**src/rtl/sw_arb_2to1_pkg.sv**
```systemverilog
// Shared encodings for the 2:1 wormhole switch arbiter: flit types, FSM states
// and the one-hot mux select constants.
package sw_arb_2to1_pkg;

  localparam int TYPE_W = 2;

  typedef enum logic [1:0] {
    TYPE_NONE = 2'b00,
    TYPE_HEAD = 2'b01,
    TYPE_DATA = 2'b10,
    TYPE_TAIL = 2'b11
  } flit_type_e;

  typedef enum logic [1:0] {
    ST_IDLE  = 2'b00,
    ST_LOCK0 = 2'b01,
    ST_LOCK1 = 2'b10
  } state_e;

  localparam logic [1:0] SEL_NONE = 2'b00;
  localparam logic [1:0] SEL_P0   = 2'b01;
  localparam logic [1:0] SEL_P1   = 2'b10;

  // The type field occupies the top TYPE_W bits of a flit of width dataw.
  function automatic logic [TYPE_W-1:0] flit_type(input logic [TYPE_W-1:0] top_bits);
    return top_bits;
  endfunction

endpackage

```
**src/rtl/sw_arb_2to1_rr_pick2.sv**
```systemverilog
// Two-request round-robin picker: returns a one-hot grant, ptr breaks ties.
module rr_pick2
  import sw_arb_2to1_pkg::*;
(
  input  logic [1:0] req,
  input  logic       ptr,
  output logic [1:0] gnt
);

  // Tie goes to the port named by ptr; a single request wins outright.
  always_comb begin
    gnt = 2'b00;
    case (req)
      2'b01:   gnt = SEL_P0;
      2'b10:   gnt = SEL_P1;
      2'b11:   gnt = ptr ? SEL_P1 : SEL_P0;
      default: gnt = 2'b00;
    endcase
  end

endmodule

```
**src/rtl/sw_arb_2to1.sv**
```systemverilog
// Packet-level round-robin arbiter for a 2:1 router output mux; holds sel from
// HEAD to TAIL, returns per-port consume strobes and counts forwarded flits.
module sw_arb_2to1
  import sw_arb_2to1_pkg::*;
#(
  parameter int DATAW = 66,
  parameter int CNTW  = 16
) (
  input  logic             clk,
  input  logic             rst,
  input  logic [DATAW-1:0] idata_0,
  input  logic             ivalid_0,
  input  logic [DATAW-1:0] idata_1,
  input  logic             ivalid_1,
  input  logic             ordy,
  output logic [1:0]       sel,
  output logic             ogrant_0,
  output logic             ogrant_1,
  output logic [CNTW-1:0]  flit_cnt,
  output logic             err_proto
);

  state_e            state_q;
  logic              ptr_q;
  logic [1:0]        sel_q;
  logic [CNTW-1:0]   cnt_q;
  logic [CNTW-1:0]   cnt_d;
  logic              err_q;
  logic              err_d;

  logic [TYPE_W-1:0] type0_s;
  logic [TYPE_W-1:0] type1_s;
  logic [1:0]        req_s;
  logic [1:0]        gnt_s;
  logic              bad_s;
  logic              tail0_s;
  logic              tail1_s;
  logic              unused_payload_s;

  assign type0_s = flit_type(idata_0[DATAW-1 -: TYPE_W]);
  assign type1_s = flit_type(idata_1[DATAW-1 -: TYPE_W]);
  assign unused_payload_s = ^{idata_0[DATAW-TYPE_W-1:0], idata_1[DATAW-TYPE_W-1:0]};

  assign req_s = {ivalid_1 && (type1_s == TYPE_HEAD), ivalid_0 && (type0_s == TYPE_HEAD)};

  // DATA/TAIL both have the type MSB set: a body flit on an unlocked port.
  assign bad_s = (state_q == ST_IDLE) &&
                 ((ivalid_0 && type0_s[1]) || (ivalid_1 && type1_s[1]));

  assign ogrant_0 = (state_q == ST_LOCK0) && ivalid_0 && ordy;
  assign ogrant_1 = (state_q == ST_LOCK1) && ivalid_1 && ordy;

  assign tail0_s = ogrant_0 && (type0_s == TYPE_TAIL);
  assign tail1_s = ogrant_1 && (type1_s == TYPE_TAIL);

  assign cnt_d = ((ogrant_0 || ogrant_1) && (cnt_q != {CNTW{1'b1}})) ? cnt_q + CNTW'(1) : cnt_q;
  assign err_d = err_q || bad_s;

  rr_pick2 u_pick (
    .req (req_s),
    .ptr (ptr_q),
    .gnt (gnt_s)
  );

  // Arbitration FSM; sel is registered alongside the state it decodes.
  always_ff @(posedge clk) begin
    if (rst) begin
      state_q <= ST_IDLE;
      ptr_q   <= 1'b0;
      sel_q   <= SEL_NONE;
      cnt_q   <= '0;
      err_q   <= 1'b0;
    end else begin
      cnt_q <= cnt_d;
      err_q <= err_d;
      case (state_q)
        ST_IDLE: begin
          if (gnt_s == SEL_P0) begin
            state_q <= ST_LOCK0;
            sel_q   <= SEL_P0;
          end else if (gnt_s == SEL_P1) begin
            state_q <= ST_LOCK1;
            sel_q   <= SEL_P1;
          end else begin
            state_q <= ST_IDLE;
            sel_q   <= SEL_NONE;
          end
        end
        ST_LOCK0: begin
          if (tail0_s) begin
            state_q <= ST_IDLE;
            sel_q   <= SEL_NONE;
            ptr_q   <= 1'b1;
          end else begin
            sel_q   <= SEL_P0;
          end
        end
        ST_LOCK1: begin
          if (tail1_s) begin
            state_q <= ST_IDLE;
            sel_q   <= SEL_NONE;
            ptr_q   <= 1'b0;
          end else begin
            sel_q   <= SEL_P1;
          end
        end
        default: begin
          state_q <= ST_IDLE;
          sel_q   <= SEL_NONE;
        end
      endcase
    end
  end

  assign sel       = sel_q;
  assign flit_cnt  = cnt_q;
  assign err_proto = err_q;

endmodule
```
**config.mk**
```make
export PLATFORM = sky130hd
export DESIGN_NAME = sw_arb_2to1
export DESIGN_NICKNAME = d
export VERILOG_FILES = /design/src/rtl/sw_arb_2to1_pkg.sv /design/src/rtl/sw_arb_2to1_rr_pick2.sv /design/src/rtl/sw_arb_2to1.sv
export SDC_FILE = /design/constraint.sdc
export NUM_CORES = 1
export LEC_CHECK = 0
export ABC_AREA = 1
export BUFFER_PORTS_ARGS = -buffer_cell sky130_fd_sc_hd__buf_4
export CAP_MARGIN = 0
export CORE_ASPECT_RATIO = 1.75
export CORE_MARGIN = 2
export CORE_UTILIZATION = 29
export DETAILED_ROUTE_END_ITERATION = 8
export MAX_ROUTING_LAYER = met4
export PLACE_DENSITY = 0.86
export SYNTH_ARGS = -nofsm -noshare
export SYNTH_HDL_FRONTEND = slang
export SYNTH_SLANG_ARGS = --single-unit
export TNS_END_PERCENT = 20
```
**constraint.sdc**
```tcl
create_clock -name clk -period 1.35 [get_ports clk]
set_input_delay 0.135 -clock clk [delete_from_list [all_inputs] [get_ports clk]]
set_output_delay 0.135 -clock clk [all_outputs]
set_load 0.005 [all_outputs]
```
==> qor.txt <==
status: finished, violations left
violated checks: setup timing
ant diodes: 0
startpoint types: flop
flip-flop and latch area: 452 um2
CTS tree: built
# setup viols final: 14
most numerous cell in the Yosys netlist: nand2_1
Seq/Total Area, Yosys: 33.9%
clock sink total: 22
Nets: 386
Reg2Reg Launch Point: flit_cnt[0]
first-pass GRT wire length: 6.16 mm
initial core utilization: 29.8%
r2r worst-path depth: 8
largest net degree at the start of global routing: 19
Synth Register Bits: 22
Final period util: 105%
post-route minimum period: 1420 ps
hold_buf cts: 0
CTS buffer count: 3
Worst Setup EP: flit_cnt[10]
EDFF count, synth: 0
fillers: 385
Netlist cell types: 27
FF-to-FF End: flit_cnt[10]
Avg WL per Cell: 13.8 um
worst path required time: 1560 ps
area of the multi-input gates: 857 um2
worst-skew pair later-pin latency: 270 ps
Synth-to-Final Area Change: 48.3%
GP Congestion: 0.872
layout cell share with drive strength beyond 1: 43.3%
Ys Warns: 0
vias in the first global route: 1426
Worst IR Drop VDD: 0.694 mV
Overall Global Routing Usage: 16.9%
drt first pass iters: 4
crit-path max FO: 11
clk slew on worst S/H paths: 80 ps
routed wire length: 4.10 mm
Final Hold Viols: 0
CP Class: reg -> reg
Worst Setup SP: flit_cnt[0]
mean post-synth cell area: 6.91 um2
Final Skew: 5.33 ps
R2R setup slack: -70 ps
simple logic cell fraction of the synthesized area: 40.8%
RSZ-0062 raised after global routing: true
IO Count: 158
initial antenna violation count: 0
htree depth: 1
CTS Buffer Depth: 2
Syn Inst Count: 188
First DRT Iteration DRCs: 21
Hold Crit Class: in -> reg
HPWL after DPL: 2.81 mm
largest area contributor in the netlist: dfxtp_1
Synth Area in Compound Gates: 13.3%
syn_nets: 326
Site Rows: 32
final hold slack: 204 ps
Critical Path End Type: flop
I/O Buffers: 29
mux contribution to synthesized area: 0%
Die Width: 54.6 um
Post-Synth Adder-Cell Area: 0.963%
synth top area cells: dfxtp_1, nand2_1, nor2_1
area share of the largest cell type after synthesis: 33.9%
final setup margin: -67.4 ps
actual slew at the worst max-slew pin: 386 ps
Synth async-reset ratio: 0%
Antenna Nets Post-Route: 0
height of the chip: 92.5 um
post-synthesis xor/xnor area fraction: 4.05%
vias per inst: 5.00
Mapped Area: 1300 um2
Max-cap violations: 0
Cell Pwr Density: 634 nW/um2
total negative slack: -512 ps
grt total ovfl: 0
Slew Viols, Final: 0
root buffer cell: clkbuf_8
detailed-route via count: 1489
top post-synthesis cells by count: nand2_1, nor2_1, dfxtp_1
leakage: 0.813 nW
drt drc: 0
largest family of logic cells by synthesized area: simple AND/OR/NAND/NOR gates
Rel. slew slack: 74.2%
FMAX: 706 MHz
Die Area: 5050 um2
Most used DFF post-synth: dfxtp_1
core area: 4360 um2
critical path arrival: 1620 ps
-- what timing repair did --
item                                   CTS  global route
endpoints found under the hold margin    0             0
pin swaps                                3             1
setup endpoints to repair               14            17
cloned                                   0             1
setup buffers                            1             2
gates resized for setup                  7            13
-- power by group --
part	switching (W)	internal, W
sequential	0.00000834	0.000656
clock	0.000221	0.000211
combinational	0.0000697	0.0000556
total	0.000299	0.000923
-- placed cells by master, fill, tap and decap left out, drive strengths merged --
master and count:
a211oi 1, nor3 2, nor2 32, inv 16, o211ai 1, o21ai 1
a21oi 19, nand4 6, nand3b 1, nand2 63, xnor2 2, dfxtp 22
nand3 12, a22o 1, clkbuf 4, buf 58, xor2 4, o21bai 1
ha 1
-- kinds of logic (layout without fill, tap and decap cells) --
group | after synthesis | count (layout)
AO/OA/AOI/OAI | 24 | 24
adder cells (fa/ha/maj) | 1 | 1
flip-flops | 22 | 22
AND/OR/NAND/NOR | 115 | 116
XOR/XNOR | 6 | 6
buffers and inverters | 20 | 78
-- per-stage QoR --
step | std cells | instance area, um2 | setup slack (ps) | total power [W] | utilization, %
finish | 298 | 1930 | -67.4 | 0.00122 | 44.1
global placement | 290 | 1780 | -46.3 | 0.000794 | 40.7
CTS | 295 | 1860 | -27.8 | 0.00122 | 42.7
floorplan | 188 | 1320 | 3.88 | 0.000738 | -
detailed placement | 290 | 1780 | -65.3 | 0.000797 | 40.7
global route | 298 | 1930 | -136 | 0.00126 | 44.1
-- worst min path at each step --
stage | from | endpoint | cells past startpoint
6_report | rst | flit_cnt[1] | 2
5_1_grt | rst | flit_cnt[2] | 2
4_1_cts | rst | flit_cnt[1] | 2
3_5_place_dp | ptr_q | ptr_q | 2
3_3_place_gp | ptr_q | ptr_q | 2
2_1_floorplan | idata_0[64] | ptr_q | 2
-- state kept, by name, summed over array words and instances (netlist names) --
register   flops
flit_cnt      16
sel            2
state_q        2
err_proto      1
ptr_q          1
-- area by class of cell --
cell class	instances	area share, %
repair buffers	58	23.3
well taps	51	3.31
multi-input cells	147	44.5
inverters	16	3.12
clock buffers	4	2.34
flip-flops and latches	22	23.5
-- metal layers --
metal	global-route usage [%]	routed length [um]
met2	27.6	2190
met1	17.4	1510
met5	-	0
met4	12.3	213
met3	2.42	192
-- worst max-delay path: stages, from the launching register on --
cell	delay, ps
dfxtp_4	370
ha_4	160
nand2_4	60
nor2_4	120
nand2_4	90
o21ai_4	170
buf_12	160
nand2_1	80
a21oi_2	120
No activity file was read; power rests on OpenSTA's default activity.
